## config.mk

```make
export PLATFORM = sky130hd
export DESIGN_NAME = perceptron_infer_engine_flat
export DESIGN_NICKNAME = d
export VERILOG_FILES = /design/src/rtl/perceptron_infer_engine_if.sv /design/src/rtl/perceptron_infer_engine.sv /design/src/flat_wrapper.sv
export SDC_FILE = /design/constraint.sdc
export NUM_CORES = 1
export LEC_CHECK = 0
export ABC_CLOCK_PERIOD_IN_PS = 6610
export CORE_UTILIZATION = 50
export CTS_BUF_LIST = sky130_fd_sc_hd__clkbuf_2 sky130_fd_sc_hd__clkbuf_4 sky130_fd_sc_hd__clkbuf_8
export DETAILED_ROUTE_END_ITERATION = 6
export GPL_TIMING_DRIVEN = 0
export PLACE_DENSITY = 0.71
export SETUP_SLACK_MARGIN = 0.4
export SLEW_MARGIN = 20
export SYNTH_ARGS = -nofsm -noshare
export SYNTH_HDL_FRONTEND = slang
export SYNTH_SLANG_ARGS = --single-unit
```

## constraint.sdc

```tcl
create_clock -name clk -period 6.61 [get_ports clk]
set_input_delay 1.322 -clock clk [delete_from_list [all_inputs] [get_ports clk]]
set_output_delay 1.322 -clock clk [all_outputs]
set_load 0.01 [all_outputs]
```

## src/rtl/perceptron_infer_engine_if.sv

```systemverilog
// Load, sample and result channels of the perceptron inference engine.
// master = producer side (trainer / sample source / result sink), slave = engine.
interface perceptron_infer_engine_if #(
    parameter int unsigned SIZE = 2,
    parameter int unsigned DW   = 16
);
    localparam int unsigned IW = (SIZE > 1) ? $clog2(SIZE) : 1;

    logic                 wt_valid;
    logic                 wt_ready;
    logic                 wt_is_bias;
    logic [IW-1:0]        wt_idx;
    logic [DW-1:0]        wt_data;

    logic                 in_valid;
    logic                 in_ready;
    logic [SIZE*DW-1:0]   in_data;
    logic [1:0]           activation;

    logic                 out_valid;
    logic                 out_ready;
    logic [DW-1:0]        out_pred;
    logic [DW-1:0]        out_sum;

    modport master (
        output wt_valid, wt_is_bias, wt_idx, wt_data,
        input  wt_ready,
        output in_valid, in_data, activation,
        input  in_ready,
        input  out_valid, out_pred, out_sum,
        output out_ready
    );

    modport slave (
        input  wt_valid, wt_is_bias, wt_idx, wt_data,
        output wt_ready,
        input  in_valid, in_data, activation,
        output in_ready,
        output out_valid, out_pred, out_sum,
        input  out_ready
    );
endinterface

```

## src/rtl/perceptron_infer_engine.sv

```systemverilog
// Fixed-point perceptron inference: one MAC per clock, saturated sum, selectable activation.
// Optional hard-sigmoid activation (code 3) is enabled by defining PERCEPTRON_HARDSIG_EN.
module perceptron_infer_engine #(
    parameter int unsigned SIZE  = 2,
    parameter int unsigned DW    = 16,
    parameter int unsigned FRAC  = 8,
    parameter int unsigned ACC_W = 40
) (
    input  logic                     clk,
    input  logic                     rst_n,
    perceptron_infer_engine_if.slave bus
);
    localparam int unsigned IW = (SIZE > 1) ? $clog2(SIZE) : 1;
    localparam int unsigned PW = 2 * DW;

    localparam logic signed [DW-1:0] S_MAX = {1'b0, {(DW-1){1'b1}}};
    localparam logic signed [DW-1:0] S_MIN = {1'b1, {(DW-1){1'b0}}};
    localparam logic signed [DW-1:0] ONE   = DW'(1 << FRAC);
`ifdef PERCEPTRON_HARDSIG_EN
    localparam logic signed [DW-1:0] HALF  = DW'(1 << (FRAC - 1));
`endif

    typedef enum logic [1:0] {IDLE, MAC, ACT, OUT} state_t;

    state_t                   state;
    logic signed [DW-1:0]     weights [SIZE];
    logic signed [DW-1:0]     bias;
    logic [SIZE*DW-1:0]       x_q;
    logic [1:0]               act_q;
    logic signed [ACC_W-1:0]  acc;
    logic [IW-1:0]            k;
    logic                     out_valid_q;
    logic signed [DW-1:0]     pred_q;
    logic signed [DW-1:0]     sum_q;

    logic                     idx_ok_c;
    logic signed [DW-1:0]     x_elem_c;
    logic signed [PW-1:0]     prod_c;
    logic signed [ACC_W-1:0]  acc_next_c;
    logic signed [ACC_W-1:0]  bias_ext_c;
    logic signed [ACC_W-1:0]  shifted_c;
    logic [ACC_W-DW:0]        hi_c;
    logic                     ovf_c;
    logic signed [DW-1:0]     sum_c;
    logic signed [DW-1:0]     pred_c;
`ifdef PERCEPTRON_HARDSIG_EN
    logic signed [DW-1:0]     hs_c;
`endif

    // Datapath: MAC step, bias preload, rescale with saturation, activation
    always_comb begin
        idx_ok_c   = ({1'b0, bus.wt_idx} < (IW+1)'(SIZE));
        x_elem_c   = x_q[k*DW +: DW];
        prod_c     = PW'(weights[k]) * PW'(x_elem_c);
        acc_next_c = acc + ACC_W'(prod_c);
        bias_ext_c = ACC_W'(bias) <<< FRAC;
        shifted_c  = acc >>> FRAC;
        // In range only when every bit above the DW-1 sign bit matches it
        hi_c       = shifted_c[ACC_W-1:DW-1];
        ovf_c      = !((&hi_c) || !(|hi_c));
        sum_c      = shifted_c[DW-1:0];
        if (ovf_c) begin
            sum_c = shifted_c[ACC_W-1] ? S_MIN : S_MAX;
        end
`ifdef PERCEPTRON_HARDSIG_EN
        hs_c = (sum_c >>> 2) + HALF;
`endif
        pred_c = sum_c;
        case (act_q)
            2'd0:    pred_c = sum_c[DW-1] ? '0 : ONE;
            2'd1:    pred_c = sum_c[DW-1] ? '0 : sum_c;
            2'd2:    pred_c = sum_c;
            default: begin
`ifdef PERCEPTRON_HARDSIG_EN
                if (hs_c[DW-1]) begin
                    pred_c = '0;
                end else if (hs_c > ONE) begin
                    pred_c = ONE;
                end else begin
                    pred_c = hs_c;
                end
`else
                pred_c = sum_c;
`endif
            end
        endcase
    end

    // Control FSM, weight store and registered results
    always_ff @(posedge clk or negedge rst_n) begin
        if (!rst_n) begin
            state       <= IDLE;
            for (int unsigned i = 0; i < SIZE; i++) begin
                weights[i] <= '0;
            end
            bias        <= '0;
            x_q         <= '0;
            act_q       <= '0;
            acc         <= '0;
            k           <= '0;
            out_valid_q <= 1'b0;
            pred_q      <= '0;
            sum_q       <= '0;
        end else begin
            case (state)
                IDLE: begin
                    if (bus.wt_valid) begin
                        if (bus.wt_is_bias) begin
                            bias <= bus.wt_data;
                        end else if (idx_ok_c) begin
                            weights[bus.wt_idx] <= bus.wt_data;
                        end
                    end else if (bus.in_valid) begin
                        x_q   <= bus.in_data;
                        act_q <= bus.activation;
                        acc   <= bias_ext_c;
                        k     <= '0;
                        state <= MAC;
                    end
                end
                MAC: begin
                    acc <= acc_next_c;
                    k   <= k + 1'b1;
                    if (k == IW'(SIZE - 1)) begin
                        state <= ACT;
                    end
                end
                ACT: begin
                    sum_q       <= sum_c;
                    pred_q      <= pred_c;
                    out_valid_q <= 1'b1;
                    state       <= OUT;
                end
                OUT: begin
                    if (bus.out_ready) begin
                        out_valid_q <= 1'b0;
                        state       <= IDLE;
                    end
                end
                default: state <= IDLE;
            endcase
        end
    end

    assign bus.wt_ready  = (state == IDLE);
    assign bus.in_ready  = (state == IDLE) && !bus.wt_valid;
    assign bus.out_valid = out_valid_q;
    assign bus.out_pred  = pred_q;
    assign bus.out_sum   = sum_q;

endmodule

```

## src/flat_wrapper.sv

```systemverilog
// flat-port wrapper written by rule: the top's interface ports become plain ports
module perceptron_infer_engine_flat 
#(
    parameter int unsigned SIZE  = 2,
    parameter int unsigned DW    = 16,
    parameter int unsigned FRAC  = 8,
    parameter int unsigned ACC_W = 40
)
  (clk, rst_n, bus_wt_valid, bus_wt_is_bias, bus_wt_idx, bus_wt_data, bus_wt_ready, bus_in_valid, bus_in_data, bus_activation, bus_in_ready, bus_out_valid, bus_out_pred, bus_out_sum, bus_out_ready);
  perceptron_infer_engine_if #(.SIZE(SIZE), .DW(DW)) bus_i ();
  input  logic clk;
  input  logic rst_n;
  input wire logic [$bits(bus_i.wt_valid)-1:0] bus_wt_valid;
  input wire logic [$bits(bus_i.wt_is_bias)-1:0] bus_wt_is_bias;
  input wire logic [$bits(bus_i.wt_idx)-1:0] bus_wt_idx;
  input wire logic [$bits(bus_i.wt_data)-1:0] bus_wt_data;
  output wire logic [$bits(bus_i.wt_ready)-1:0] bus_wt_ready;
  input wire logic [$bits(bus_i.in_valid)-1:0] bus_in_valid;
  input wire logic [$bits(bus_i.in_data)-1:0] bus_in_data;
  input wire logic [$bits(bus_i.activation)-1:0] bus_activation;
  output wire logic [$bits(bus_i.in_ready)-1:0] bus_in_ready;
  output wire logic [$bits(bus_i.out_valid)-1:0] bus_out_valid;
  output wire logic [$bits(bus_i.out_pred)-1:0] bus_out_pred;
  output wire logic [$bits(bus_i.out_sum)-1:0] bus_out_sum;
  input wire logic [$bits(bus_i.out_ready)-1:0] bus_out_ready;
  assign bus_i.wt_valid = bus_wt_valid;
  assign bus_i.wt_is_bias = bus_wt_is_bias;
  assign bus_i.wt_idx = bus_wt_idx;
  assign bus_i.wt_data = bus_wt_data;
  assign bus_wt_ready = bus_i.wt_ready;
  assign bus_i.in_valid = bus_in_valid;
  assign bus_i.in_data = bus_in_data;
  assign bus_i.activation = bus_activation;
  assign bus_in_ready = bus_i.in_ready;
  assign bus_out_valid = bus_i.out_valid;
  assign bus_out_pred = bus_i.out_pred;
  assign bus_out_sum = bus_i.out_sum;
  assign bus_i.out_ready = bus_out_ready;
  perceptron_infer_engine #(.SIZE(SIZE), .DW(DW), .FRAC(FRAC), .ACC_W(ACC_W)) u_core (.clk(clk), .rst_n(rst_n), .bus(bus_i));
endmodule
```

==> flow_summary.toml <==
[outcome]
status = "finished with violations"
violations = "negative setup slack"

[timing]
fmax_ghz = 0.1429
period_minus_slack_ns = 6.999
report.final.slew_viol_count = 0
grt_setup_unrepaired = "yes"
worst_clock_skew_ns = 0.02064
period_share = 1.059
finalSetupViolations = 15
tightestPinTransition_ns = 0.8730
layout_setup_ws_ns = -0.3888
hold_viol_final = 0
slew_headroom = 0.4149

[yosys]
syn_area_per_cell_um2 = 10.03
yosysTopAreaCellShare = 0.3483
yosysTopAreaCell = "fa_1"
synthSimpleGateAreaFrac = 0.08443
yosysUniqueCellTypes = 73
yosys_warnings = 0
synth_edf_count = 0
synthCells = 1891
synthMuxAreaShare = 0.08964
ys_seq_area_frac = 0.2084
syn_area_um2 = 18970
synthArstFlopShare = 1.000
synth_top_family_by_area = "adder cells"
synth.area.top_cells = "fa_1 (35%), dfrtp_1 (21%), inv_1 (8.6%)"
synth_compound_area_frac = 0.07493
synth_ff_type = "dfrtp_1"
ys_ff_latch = 158
syn_nets = 2397
synthXorXnorAreaFrac = 0.01801
synth_fa_ha_area_frac = 0.4268

[clock_tree]
ctsHtreeMaxLevel = 4
clock_latency_ns = 0.51
cts.hold.buffers_added = 0
path_clk_slew_ns = 0.11
numClockSinks = 158
cts_root_buf = "clkbuf_8"
cts_tree = "yes"
cts_made_buffers = 17
ctsLongestPathBuffers = 2

[final_layout]
fill_cells = 2839
diodes = 0
drive_above_1_share = 0.2190
fin_nets = 2621
fin_area_um2 = 23500
final_util = 0.6357
area_growth_pct = 23.87

[die]
die-area_um2 = 38720
core_area_um2 = 36960
io_pins = 92
die_x_um = 196.8
rows = 70
start_util = 0.5132
dieHeight_um = 196.8

[global_routing]
grt_overflow = 0
grt_pass1_wl_um = 83660
grt_pass1_vias = 15470
globalRouteTotalUtil = 0.2867
grt_start_max_net_pins = 100
antenna_found_initial = 0

[critical_path]
cp_max_fo = 7
endpoint = "u_core.acc[27]$_DFFE_PN0P_"
regToRegSetupSlack_ns = -0.39
crit_path_start = "u_core.k$_DFFE_PN0P_"
critPathLaunchType = "flip-flop"
endpoint_kind = "flip-flop"
critPathArrivalTime_ns = 7.36
worstPathRequired_ns = 6.97
r2r_start = "u_core.k$_DFFE_PN0P_"
regToRegEndpoint = "u_core.acc[27]$_DFFE_PN0P_"
setup.worst_path.class = "reg2reg"
rr_worst_depth = 26

[detailed_routing]
wire_per_inst_um = 20.40
avgViaCountPerCell = 5.487
final_antenna_net_count = 0
drtIter0Drc = 875
remaining_drc_errors = 0
first_pass_iters = 5
routed_wl_um = 53690
dr_total_vias = 14440

[placement]
io_buffers = 91
dp_hpwl_um = 41070
dpl_cell_area_um2 = 20900
place_congestion = 0.9219

[job]
maxCapViolCount = 0

[min_path]
min_path_type = "reg2reg"
[flip-flops by register name, indices dropped and copies added, names as in the netlist]
name                  count
u_core.acc               40
u_core.act_q              2
u_core.bias              16
u_core.bus.out_pred      16
u_core.bus.out_sum       16
u_core.bus.out_valid      1
u_core.k                  1
u_core.state              2
u_core.weights           32
u_core.x_q               32
[layer usage]
layer,GRT usage,vias to the layer above,part of all wire
li1,-,6310,-
met1,0.3678,7482,0.39
met2,0.4838,514,0.50
met3,0.04894,137,0.070
met4,0.1146,0,0.039
met5,0,-,0
[how the worst min path moves through the flow]
stage / start / endpoint / cells past startpoint
floorplan: u_core.acc[5]$_DFFE_PN0P_ / u_core.acc[5]$_DFFE_PN0P_ / 2
global placement: u_core.bias[15]$_DFFE_PN0P_ / u_core.bias[15]$_DFFE_PN0P_ / 1
detailed placement: u_core.acc[7]$_DFFE_PN0P_ / u_core.acc[7]$_DFFE_PN0P_ / 2
CTS: u_core.acc[7]$_DFFE_PN0P_ / u_core.acc[7]$_DFFE_PN0P_ / 2
global route: u_core.bias[15]$_DFFE_PN0P_ / u_core.bias[15]$_DFFE_PN0P_ / 1
finish: u_core.bias[12]$_DFFE_PN0P_ / u_core.bias[12]$_DFFE_PN0P_ / 1
[critical path, stage by stage (launching register included)]
cell       delay, ns
dfrtp_1         0.42
clkbuf_16       0.19
clkbuf_16       0.18
buf_6           0.12
mux2_4          0.37
buf_8           0.16
buf_6           0.11
nand2_2         0.06
fa_1            0.40
inv_1           0.08
fa_1            0.44
fa_1            0.60
fa_2            0.47
fa_1            0.52
inv_1           0.05
fa_1            0.49
inv_2           0.05
ha_4            0.23
a21o_1          0.23
a211oi_4        0.32
o32ai_2         0.14
a221oi_2        0.43
nand2_1         0.14
a21o_1          0.18
a21oi_2         0.15
xor2_1          0.22
o21ai_1         0.08
[repair_timing]
| action | 4_1_cts | 5_1_grt |
|---|---|---|
| buffers inserted | 69 | 38 |
| cloned | 3 | 3 |
| endpoints found under the setup margin | 30 | 28 |
| gates resized for setup | 174 | 92 |
| pin swaps | 71 | 56 |
[synth_stat cells (all sizes together) (14+ instances only)]
cell type / number
o22ai: 16
ha: 119
a21o: 18
xnor2: 25
clkbuf: 40
o21ai: 60
fa: 330
xor2: 14
nor2: 162
nand2: 159
inv: 436
mux2: 111
dfrtp: 158
mux2i: 45
a21oi: 77
[per-stage QoR]
| stage | TNS, ns | cells | hold WS, ns | setup WS (ns) |
|---|---|---|---|---|
| finish | -3.078 | 2632 | 0.5127 | -0.3888 |
| global route | -6.267 | 2632 | 0.5292 | -0.5127 |
| CTS | -1.638 | 2591 | 0.5060 | -0.1878 |
| detailed placement | -11.85 | 2487 | 0.4812 | -0.8252 |
| global placement | -373.04 | 2486 | 0.4765 | -2.279 |
| floorplan | 0 | 1891 | 0.4551 | 0.4000 |
[layout make-up]
type	count	area (um2)	area share
clock buffers	18	247.7	0.01054
plain buffers	50	480.5	0.02045
inverters	436	1642	0.06986
clock inverters	14	142.6	0.006070
repair buffers	204	2063	0.08781
multi-input cells	1248	14340	0.6102
flip-flops and latches	158	3954	0.1683
well taps	504	630.6	0.02684
[layout by cell type, fill, tap and decap left out, types with 6 or more instances in the layout]
| cell type | count |
|---|---|
| o21ai_0 | 33 |
| a21oi_1 | 58 |
| clkbuf_8 | 24 |
| o21ai_1 | 19 |
| nor2_1 | 146 |
| a21o_1 | 18 |
| nand2_2 | 14 |
| o22ai_1 | 16 |
| clkbuf_1 | 21 |
| inv_1 | 415 |
| dfrtp_1 | 158 |
| nor2b_1 | 6 |
| nand2b_1 | 9 |
| buf_4 | 83 |
| xnor2_1 | 23 |
| buf_8 | 6 |
| nand4_1 | 6 |
| buf_6 | 16 |
| ha_1 | 103 |
| mux2i_4 | 28 |
| mux2_4 | 22 |
| nor2_2 | 12 |
| fa_1 | 312 |
| a21oi_2 | 13 |
| xor2_1 | 13 |
| buf_12 | 13 |
| mux2i_1 | 16 |
| inv_2 | 20 |
| clkbuf_16 | 7 |
| a21oi_4 | 6 |
| clkdlybuf4s50_1 | 90 |
| mux2_2 | 90 |
| nand2_1 | 141 |
| ha_4 | 16 |
| fa_2 | 18 |
| nand3_1 | 6 |
[cells by family after synthesis]
group	after synthesis
flops	158
buf+inv	486
xor+xnor	39
compound gates	222
mux	156
simple gates	381
fa+ha+maj	449
Power is not shown: default switching activity piles up to over one toggle a cycle in this logic, so the estimate is an artifact.
